## config.mk

```make
export PLATFORM = sky130hd
export DESIGN_NAME = core_sub_norm
export DESIGN_NICKNAME = d
export VERILOG_FILES = /design/src/rtl/core_sub_norm.sv
export SDC_FILE = /design/constraint.sdc
export NUM_CORES = 1
export LEC_CHECK = 0
export ABC_AREA = 1
export CORE_MARGIN = 4
export CORE_UTILIZATION = 45
export CTS_CLUSTER_DIAMETER = 50
export DETAILED_ROUTE_END_ITERATION = 6
export GPL_ROUTABILITY_DRIVEN = 0
export GPL_TIMING_DRIVEN = 0
export PLACE_DENSITY = 0.83
export RECOVER_POWER = 50
export REMOVE_ABC_BUFFERS = 1
export SYNTH_ARGS = -nofsm -noshare
export SYNTH_HDL_FRONTEND = slang
export SYNTH_SLANG_ARGS = --single-unit
export TNS_END_PERCENT = 1
```

## constraint.sdc

```tcl
create_clock -name clk_i -period 6.2 [get_ports clk_i]
set_clock_uncertainty 0.1 [all_clocks]
set_input_delay 0.93 -clock clk_i [delete_from_list [all_inputs] [get_ports clk_i]]
set_output_delay 0.93 -clock clk_i [all_outputs]
set_load 0.005 [all_outputs]
```

## src/rtl/core_sub_norm.sv

```systemverilog
// Post-subtraction normaliser: shifts a cancelled mantissa left until the hidden
// bit is set, decrementing te_diff with saturation. Define CORE_SUB_LZC_FAST_EN for single-cycle LZC mode.
module core_sub_norm #(
    parameter int MANT_SUB_RESULT_SIZE = 8,
    parameter int TE_BITS              = 8,
    localparam int SW                  = $clog2(MANT_SUB_RESULT_SIZE)
) (
    input  logic                            clk_i,
    input  logic                            rst_ni,
    input  logic                            in_valid_i,
    output logic                            in_ready_o,
    input  logic [MANT_SUB_RESULT_SIZE-1:0] mant_i,
    input  logic [TE_BITS-1:0]              te_diff_i,
    output logic                            out_valid_o,
    input  logic                            out_ready_i,
    output logic [MANT_SUB_RESULT_SIZE-1:0] new_mant_o,
    output logic [TE_BITS-1:0]              new_te_diff_o,
    output logic [SW-1:0]                   shift_amt_o,
    output logic                            is_zero_o,
    output logic                            te_underflow_o
);
    localparam int S = MANT_SUB_RESULT_SIZE;
    localparam logic [S-1:0]       MANT_MASK = {1'b0, {(S-1){1'b1}}};
    localparam logic [TE_BITS-1:0] TE_MIN    = {1'b1, {(TE_BITS-1){1'b0}}};
    localparam logic [SW-1:0]      CNT_ONE   = {{(SW-1){1'b0}}, 1'b1};

    typedef enum logic [1:0] {IDLE = 2'd0, SHIFT = 2'd1, DONE = 2'd2} state_e;

    state_e              state_q, state_d;
    logic [S-1:0]        mant_q, mant_d;
    logic [TE_BITS-1:0]  te_q, te_d;
    logic [SW-1:0]       cnt_q, cnt_d;
    logic                zero_q, zero_d;
    logic                unf_q, unf_d;
    logic                in_ready_q, in_ready_d;
    logic                out_valid_q, out_valid_d;
    logic [TE_BITS:0]    te_sub_s;

    // Saturating te - amt; returns {underflow, result}.
    function automatic logic [TE_BITS:0] sat_sub(input logic [TE_BITS-1:0] te,
                                                 input logic [SW-1:0] amt);
        logic [TE_BITS:0] diff;
        diff = {te[TE_BITS-1], te} - {{(TE_BITS+1-SW){1'b0}}, amt};
        if (diff[TE_BITS] != diff[TE_BITS-1]) begin
            sat_sub = {1'b1, TE_MIN};
        end else begin
            sat_sub = {1'b0, diff[TE_BITS-1:0]};
        end
    endfunction

    // Leading zeros above the hidden-bit position (input is non-zero when used).
    function automatic logic [SW-1:0] lzc(input logic [S-2:0] m);
        logic [SW-1:0] cnt;
        logic          found;
        cnt   = {SW{1'b0}};
        found = 1'b0;
        for (int i = S - 2; i >= 0; i--) begin
            if (!found) begin
                if (m[i]) begin
                    found = 1'b1;
                end else begin
                    cnt = cnt + CNT_ONE;
                end
            end else begin
                found = 1'b1;
            end
        end
        return cnt;
    endfunction

    // State register.
    always_ff @(posedge clk_i or negedge rst_ni) begin
        if (!rst_ni) begin
            state_q <= IDLE;
        end else begin
            state_q <= state_d;
        end
    end

    // Next-state logic.
    always_comb begin
        state_d = state_q;
        case (state_q)
            IDLE: begin
                if (in_valid_i) state_d = SHIFT;
                else            state_d = IDLE;
            end
`ifdef CORE_SUB_LZC_FAST_EN
            SHIFT: state_d = DONE;
`else
            SHIFT: begin
                if (mant_q == {S{1'b0}} || mant_q[S-2]) state_d = DONE;
                else                                    state_d = SHIFT;
            end
`endif
            DONE: begin
                if (out_ready_i) state_d = IDLE;
                else             state_d = DONE;
            end
            default: state_d = IDLE;
        endcase
    end

    // Datapath next values: capture on accept, normalise in SHIFT, hold otherwise.
    always_comb begin
        mant_d   = mant_q;
        te_d     = te_q;
        cnt_d    = cnt_q;
        zero_d   = zero_q;
        unf_d    = unf_q;
        te_sub_s = {1'b0, te_q};
        case (state_q)
            IDLE: begin
                if (in_valid_i) begin
                    mant_d = mant_i & MANT_MASK;
                    te_d   = te_diff_i;
                    cnt_d  = {SW{1'b0}};
                    zero_d = 1'b0;
                    unf_d  = 1'b0;
                end else begin
                    mant_d = mant_q;
                end
            end
            SHIFT: begin
                if (mant_q == {S{1'b0}}) begin
                    zero_d = 1'b1;
                end else begin
`ifdef CORE_SUB_LZC_FAST_EN
                    cnt_d    = lzc(mant_q[S-2:0]);
                    mant_d   = mant_q << cnt_d;
                    te_sub_s = sat_sub(te_q, cnt_d);
                    te_d     = te_sub_s[TE_BITS-1:0];
                    unf_d    = te_sub_s[TE_BITS];
`else
                    if (!mant_q[S-2]) begin
                        mant_d   = mant_q << 1;
                        cnt_d    = cnt_q + CNT_ONE;
                        te_sub_s = sat_sub(te_q, CNT_ONE);
                        te_d     = te_sub_s[TE_BITS-1:0];
                        // Sticky for the rest of the operation.
                        unf_d    = unf_q | te_sub_s[TE_BITS];
                    end else begin
                        mant_d = mant_q;
                    end
`endif
                end
            end
            DONE:    mant_d = mant_q;
            default: mant_d = mant_q;
        endcase
    end

    // Handshake outputs follow the next state so they are registered.
    always_comb begin
        in_ready_d  = (state_d == IDLE);
        out_valid_d = (state_d == DONE);
    end

    // Datapath and handshake registers.
    always_ff @(posedge clk_i or negedge rst_ni) begin
        if (!rst_ni) begin
            mant_q      <= {S{1'b0}};
            te_q        <= {TE_BITS{1'b0}};
            cnt_q       <= {SW{1'b0}};
            zero_q      <= 1'b0;
            unf_q       <= 1'b0;
            in_ready_q  <= 1'b1;
            out_valid_q <= 1'b0;
        end else begin
            mant_q      <= mant_d;
            te_q        <= te_d;
            cnt_q       <= cnt_d;
            zero_q      <= zero_d;
            unf_q       <= unf_d;
            in_ready_q  <= in_ready_d;
            out_valid_q <= out_valid_d;
        end
    end

    assign in_ready_o     = in_ready_q;
    assign out_valid_o    = out_valid_q;
    assign new_mant_o     = mant_q;
    assign new_te_diff_o  = te_q;
    assign shift_amt_o    = cnt_q;
    assign is_zero_o      = zero_q;
    assign te_underflow_o = unf_q;

endmodule
```

# Word level (Yosys, flattened, before mapping)
# Index checks and enable logic that the tools add are counted.
word_totals:
  reg_bits: 25
  input_bits: 20
  output_inout_bits: 23
classes:
  n_addsub: 2
  bitwise_logic: 1
  muxes: 26
  n_eq_ne: 8
  n_reduce_logical: 8
ops:
  columns: ["cell", "n"]
  rows:
  - ["8-bit two-way mux", 6]
  - ["9-bit two-way mux", 4]
  - ["8-bit case mux with 2 select lines", 2]
  - ["3-bit two-way mux", 3]
  - ["8-bit by 2-bit subtractor with 9-bit output, second input constant", 1]
  - ["8-bit zero test", 1]
  - ["2-bit != test, second input constant", 4]
  - ["2-bit case mux with 3 select lines", 1]
  - ["3-bit case mux with 2 select lines", 1]
  - ["3-bit AND reduction", 2]
  - ["1-bit two-way mux", 5]
  - ["2-bit == test, second input constant", 2]
  - ["2-bit zero test", 2]
  - ["2-bit two-way mux", 2]
  - ["1-bit case mux with 2 select lines", 2]
  - ["4-bit AND reduction", 1]
  - ["3-bit by 1-bit adder with 3-bit output, second input constant", 1]
  - ["2-bit by 1-bit == test with 1-bit output, second input constant", 1]
  - ["2-bit nonzero test", 1]
  - ["1-bit logical OR", 1]
  - ["1-bit != test", 1]
  - ["1-bit bitwise OR", 1]

# Depth between registers and ports, before layout
depth:
  depth_word: 10
  mapped_depth: 11
  depth_no_buf: 11

# Worst setup path after synthesis
# No wires, ideal clock.
synth_timing:
  path_kind: "flip-flop to flip-flop"
  startpoint: "reg te_q[2], in the netlist new_te_diff_o[2]"
  endpoint: "reg te_q[1], in the netlist new_te_diff_o[1]"
  path_buffers: 0
  arrival_ps: 1828
  required_time_ps: 6035
  setup_slack_ps: 4207
  setup_ps: 65
  stages_incl_launch_ff: 11
  period_less_slack_ps: 1993
  cell_sequence: "dfrtp_1 nor2_1 nand3_1 nor3_1 xnor2_1 ha_1 nor2_1 inv_1 o21ai_0 nand2_1 nand2_1"
synth_via:
  elab_chain_cells: 9
synth_lines:
  columns: ["element", "line_no", "rtl"]
  rows:
  - ["start: declaration", "31", "logic [TE_BITS-1:0] te_q, te_d;"]
  - ["start signal: assignment", "163", "te_q <= {TE_BITS{1'b0}};"]
  - ["start signal: assignment", "171", "te_q <= te_d;"]
  - ["8-bit by 2-bit subtractor with 9-bit output", "43", "diff = {te[TE_BITS-1], te} - {{(TE_BITS+1-SW){1'b0}}, amt};"]
  - ["1-bit != test", "44", "if (diff[TE_BITS] != diff[TE_BITS-1]) begin"]
  - ["9-bit two-way mux", "44", null]
  - ["9-bit two-way mux", "135", "if (!mant_q[S-2]) begin"]
  - ["9-bit two-way mux", "125", "if (mant_q == {S{1'b0}}) begin"]
  - ["9-bit two-way mux", "112", "case (state_q)"]
  - ["8-bit two-way mux", "135", null]
  - ["8-bit two-way mux", "125", null]
  - ["8-bit case mux with 2 select lines", "112", null]
# No other way between the ends. The select of a mux whose other input is x is not followed.
# A chain may end at the register's enable or synchronous reset.

# Worst setup path after layout
layout_timing:
  startpoint: "in in_valid_i"
  endpoint: "reg mant_q[3], in the netlist new_mant_o[3]"
layout_via:
  elab_chain_cells: 2
layout_lines:
  columns: ["element", "line_no", "rtl"]
  rows:
  - ["start: declaration", "10", "input logic in_valid_i,"]
  - ["2-bit != test (no line)", null, null]
  - ["4-bit AND reduction (no line)", null, null]
  - ["end signal: assignment", "162", "mant_q <= {S{1'b0}};"]
  - ["end signal: assignment", "170", "mant_q <= mant_d;"]
  - ["end: declaration", "30", "logic [S-1:0] mant_q, mant_d;"]
# No other way between the ends.

==> flow_summary.toml <==
[status]
status = "complete, no violations"

[power]
pwr-share-seq_pct = 33.7
p_sw_w = 0.0003956
power_density_nw_per_um2 = 495.6
power_frac_clock_pct = 9.5
p_comb_share_pct = 56.7
p_sw_share_pct = 44.64
peakVddDrop_uv = 316.6
p_leak_nw = 0.8955
p_int_w = 0.0004906
power.total_w = 0.0008862

[cells_and_area]
fin_cells = 249
register_area_um2 = 601.8
antennaDiodeCount = 0
multiInputGateArea_um2 = 654.4
nets = 242
areaGrowthSynthToFinish_pct = 29.32
drive_gt1_share_pct = 5.963
final.fill_count = 270

[drt]
dr.pass1.iters = 4
vias = 1289
wl_per_cell_um = 13.23
drt_iter0_markers = 89
wl_um = 3295
antenna_left = 0
viasPerCell = 5.177
drc = 0

[die]
rows = 19
fp.dieArea_um2 = 4023
die_w_um = 63.43
io_pins = 43
coreArea_um2 = 2853
fp.dieH_um = 63.43
initial_core_util_pct = 48.46

[worst_setup_path]
critPathKind = "in2reg"
r2r-end = "new_mant_o[3]"
regToRegStartpoint = "state_q[0]"
worst-r2r-cell-count = 6
r2r_slack_ns = 3.73
critPathArrivalTime_ns = 2.68
start_kind = "primary input"
crit_fanout = 21
required_ns = 6.33
worst_setup_path_end_kind = "flop"

[global_route]
grt_pass1_wl_um = 5720
grt.overflow.total = 0
grt_util_all_layers_pct = 17.42
antenna_found_initial = 0
grt_pass1_vias = 1278
grt_start_max_net_pins = 25

[sta]
tightestPinTransition_ns = 1.094
fmax_mhz = 391.6
final.setup.tns_ns = 0
setup_viol = 0
rsz0062_at_grt = "no"
hold_viol = 0
setup_ws_ns = 3.647
slew_headroom_pct = 26.79
period_share_pct = 41.18
period_needed_ns = 2.553
drv_slew = 0

[clock_network]
cts.sinks = 24
clk_path_buf_depth = 2
cts_root_buf = "clkbuf_4"
cts_buffers = 3
cts_tree = "built"
htreeDepth = 1
clock_latency_ns = 0.32
cts_resized = 0
hold_buffers = 0
cts_setup_buffers = 0
clk_pin_slew_worst_paths_ns = 0.14

[placed_design]
dpl_worst_slack_ns = 3.409
dp.cells = 245
io_buffers = 40
dp_hpwl_um = 2257

[synthesis]
yosysUniqueCellTypes = 27
synth_area_um2 = 1383
synth-seq-area-share_pct = 43.53
syn_avg_cell_area_um2 = 7.597
yosys_warnings = 0
synth_top_cell_area_share_pct = 41.63
synth-seq-cells = 24
synthTopCellsByArea = "dfrtp_1, nand2_1, nand3_1"
synth_cells = 182
synth_top_cell_by_area = "dfrtp_1"

[hold_path]
whs_endpoint = "is_zero_o"
worstHoldStart = "is_zero_o"
min_path_cells = 2
min_path_type = "reg2reg"

[job]
maxCapViolations = 0
==> registers in the layout (all words and copies together) (netlist names) <==
signal	cells
new_te_diff_o	8
new_mant_o	7
shift_amt_o	3
state_q	2
in_ready_o	1
is_zero_o	1
out_valid_o	1
te_underflow_o	1
==> through the flow <==
stage          instance area, um^2  utilization, %  hold WS, ns
6_report                      1788           62.68       0.3957
3_3_place_gp                  1752           61.40       0.3713
2_1_floorplan                 1313               -       0.3737
3_5_place_dp                  1752           61.40       0.3695
5_1_grt                       1788           62.68       0.4235
4_1_cts                       1788           62.68       0.4015
==> cell type report <==
type | count | area share (%)
multi-input combinational | 135 | 36.60
tap | 31 | 2.169
timing repair buffer | 40 | 22.39
clock buffer | 4 | 2.029
inverter | 15 | 3.149
sequential | 24 | 33.66
==> metal layers <==
metal / GRT usage (%) / vias up / share of wire, %
met5: 0 / - / 0
met4: 5.391 / 0 / 0.97
met3: 2.309 / 4 / 3.2
met2: 30.12 / 31 / 50
met1: 22.45 / 599 / 46
li1: - / 655 / -
==> synth_stat cells <==
cell type and n:
buf_6 2, o31ai_1 2, nor2_2 1, clkbuf_1 2
buf_4 2, a21boi_0 1, or2_2 1, buf_12 1
nand4_1 3, inv_1 14, nor3_1 2, nand2_1 67
inv_2 1, dfrtp_1 23, dfstp_2 1, nor2_1 8
o211ai_1 2, buf_2 1, nand3_2 3, conb_1 1
nand3_1 24, o21ai_0 10, ha_1 3, xnor2_1 3
a21o_1 1, a31oi_1 1, nand2_2 2
==> worst max path at each step <==
stage | from | end | slack [ns] | cells after the start
2_1_floorplan | new_te_diff_o[2] | new_te_diff_o[1] | 4.19 | 10
3_3_place_gp | in_valid_i | new_mant_o[3] | 3.44 | 5
3_5_place_dp | in_valid_i | new_mant_o[3] | 3.41 | 5
4_1_cts | state_q[1] | new_mant_o[3] | 3.74 | 7
5_1_grt | in_valid_i | new_te_diff_o[6] | 3.48 | 5
6_report | in_valid_i | new_mant_o[3] | 3.65 | 5
==> cell families after synthesis <==
group                    Yosys count  share of synthesized area [%]
AO/OA/AOI/OAI                     17                          7.331
XOR/XNOR                           3                          1.901
adder cells (fa/ha/maj)            3                          2.715
buffers and inverters             23                          9.139
flip-flops                        24                          43.53
other                              1                         0.2712
AND/OR/NAND/NOR                  111                          35.11
==> power by group through the flow <==
stage / Sequential, W / Combinational (W) / Clock, W
after floorplan: 0.000295 / 0.000296 / 0
after detailed placement: 0.000302 / 0.000509 / 0
final: 0.000299 / 0.000503 / 0.0000845
after CTS: 0.000299 / 0.000513 / 0.0000853
after global routing: 0.000312 / 0.000574 / 0.0000923
after global placement: 0.000300 / 0.000495 / 0
==> cells in the final DEF (no fill, tap or decap), types with 2 or more instances in the layout <==
master	count
o21ai_0	10
xnor2_1	3
o31ai_1	2
nand4_1	3
dlygate4sd3_1	8
o211ai_1	2
nor2_1	8
nand3_2	3
dfrtp_1	23
clkdlybuf4s50_1	32
nand2_1	67
inv_1	14
nand2_2	2
ha_1	3
clkbuf_4	3
nand3_1	24
nor3_1	2
==> worst max-delay path, cell delays in order <==
cell           delay (ns)
dlygate4sd3_1        0.55
nand2_1              0.57
nand2_2              0.38
nand2_1              0.17
nand2_1              0.07
No activity file was read; power rests on OpenSTA's default activity.
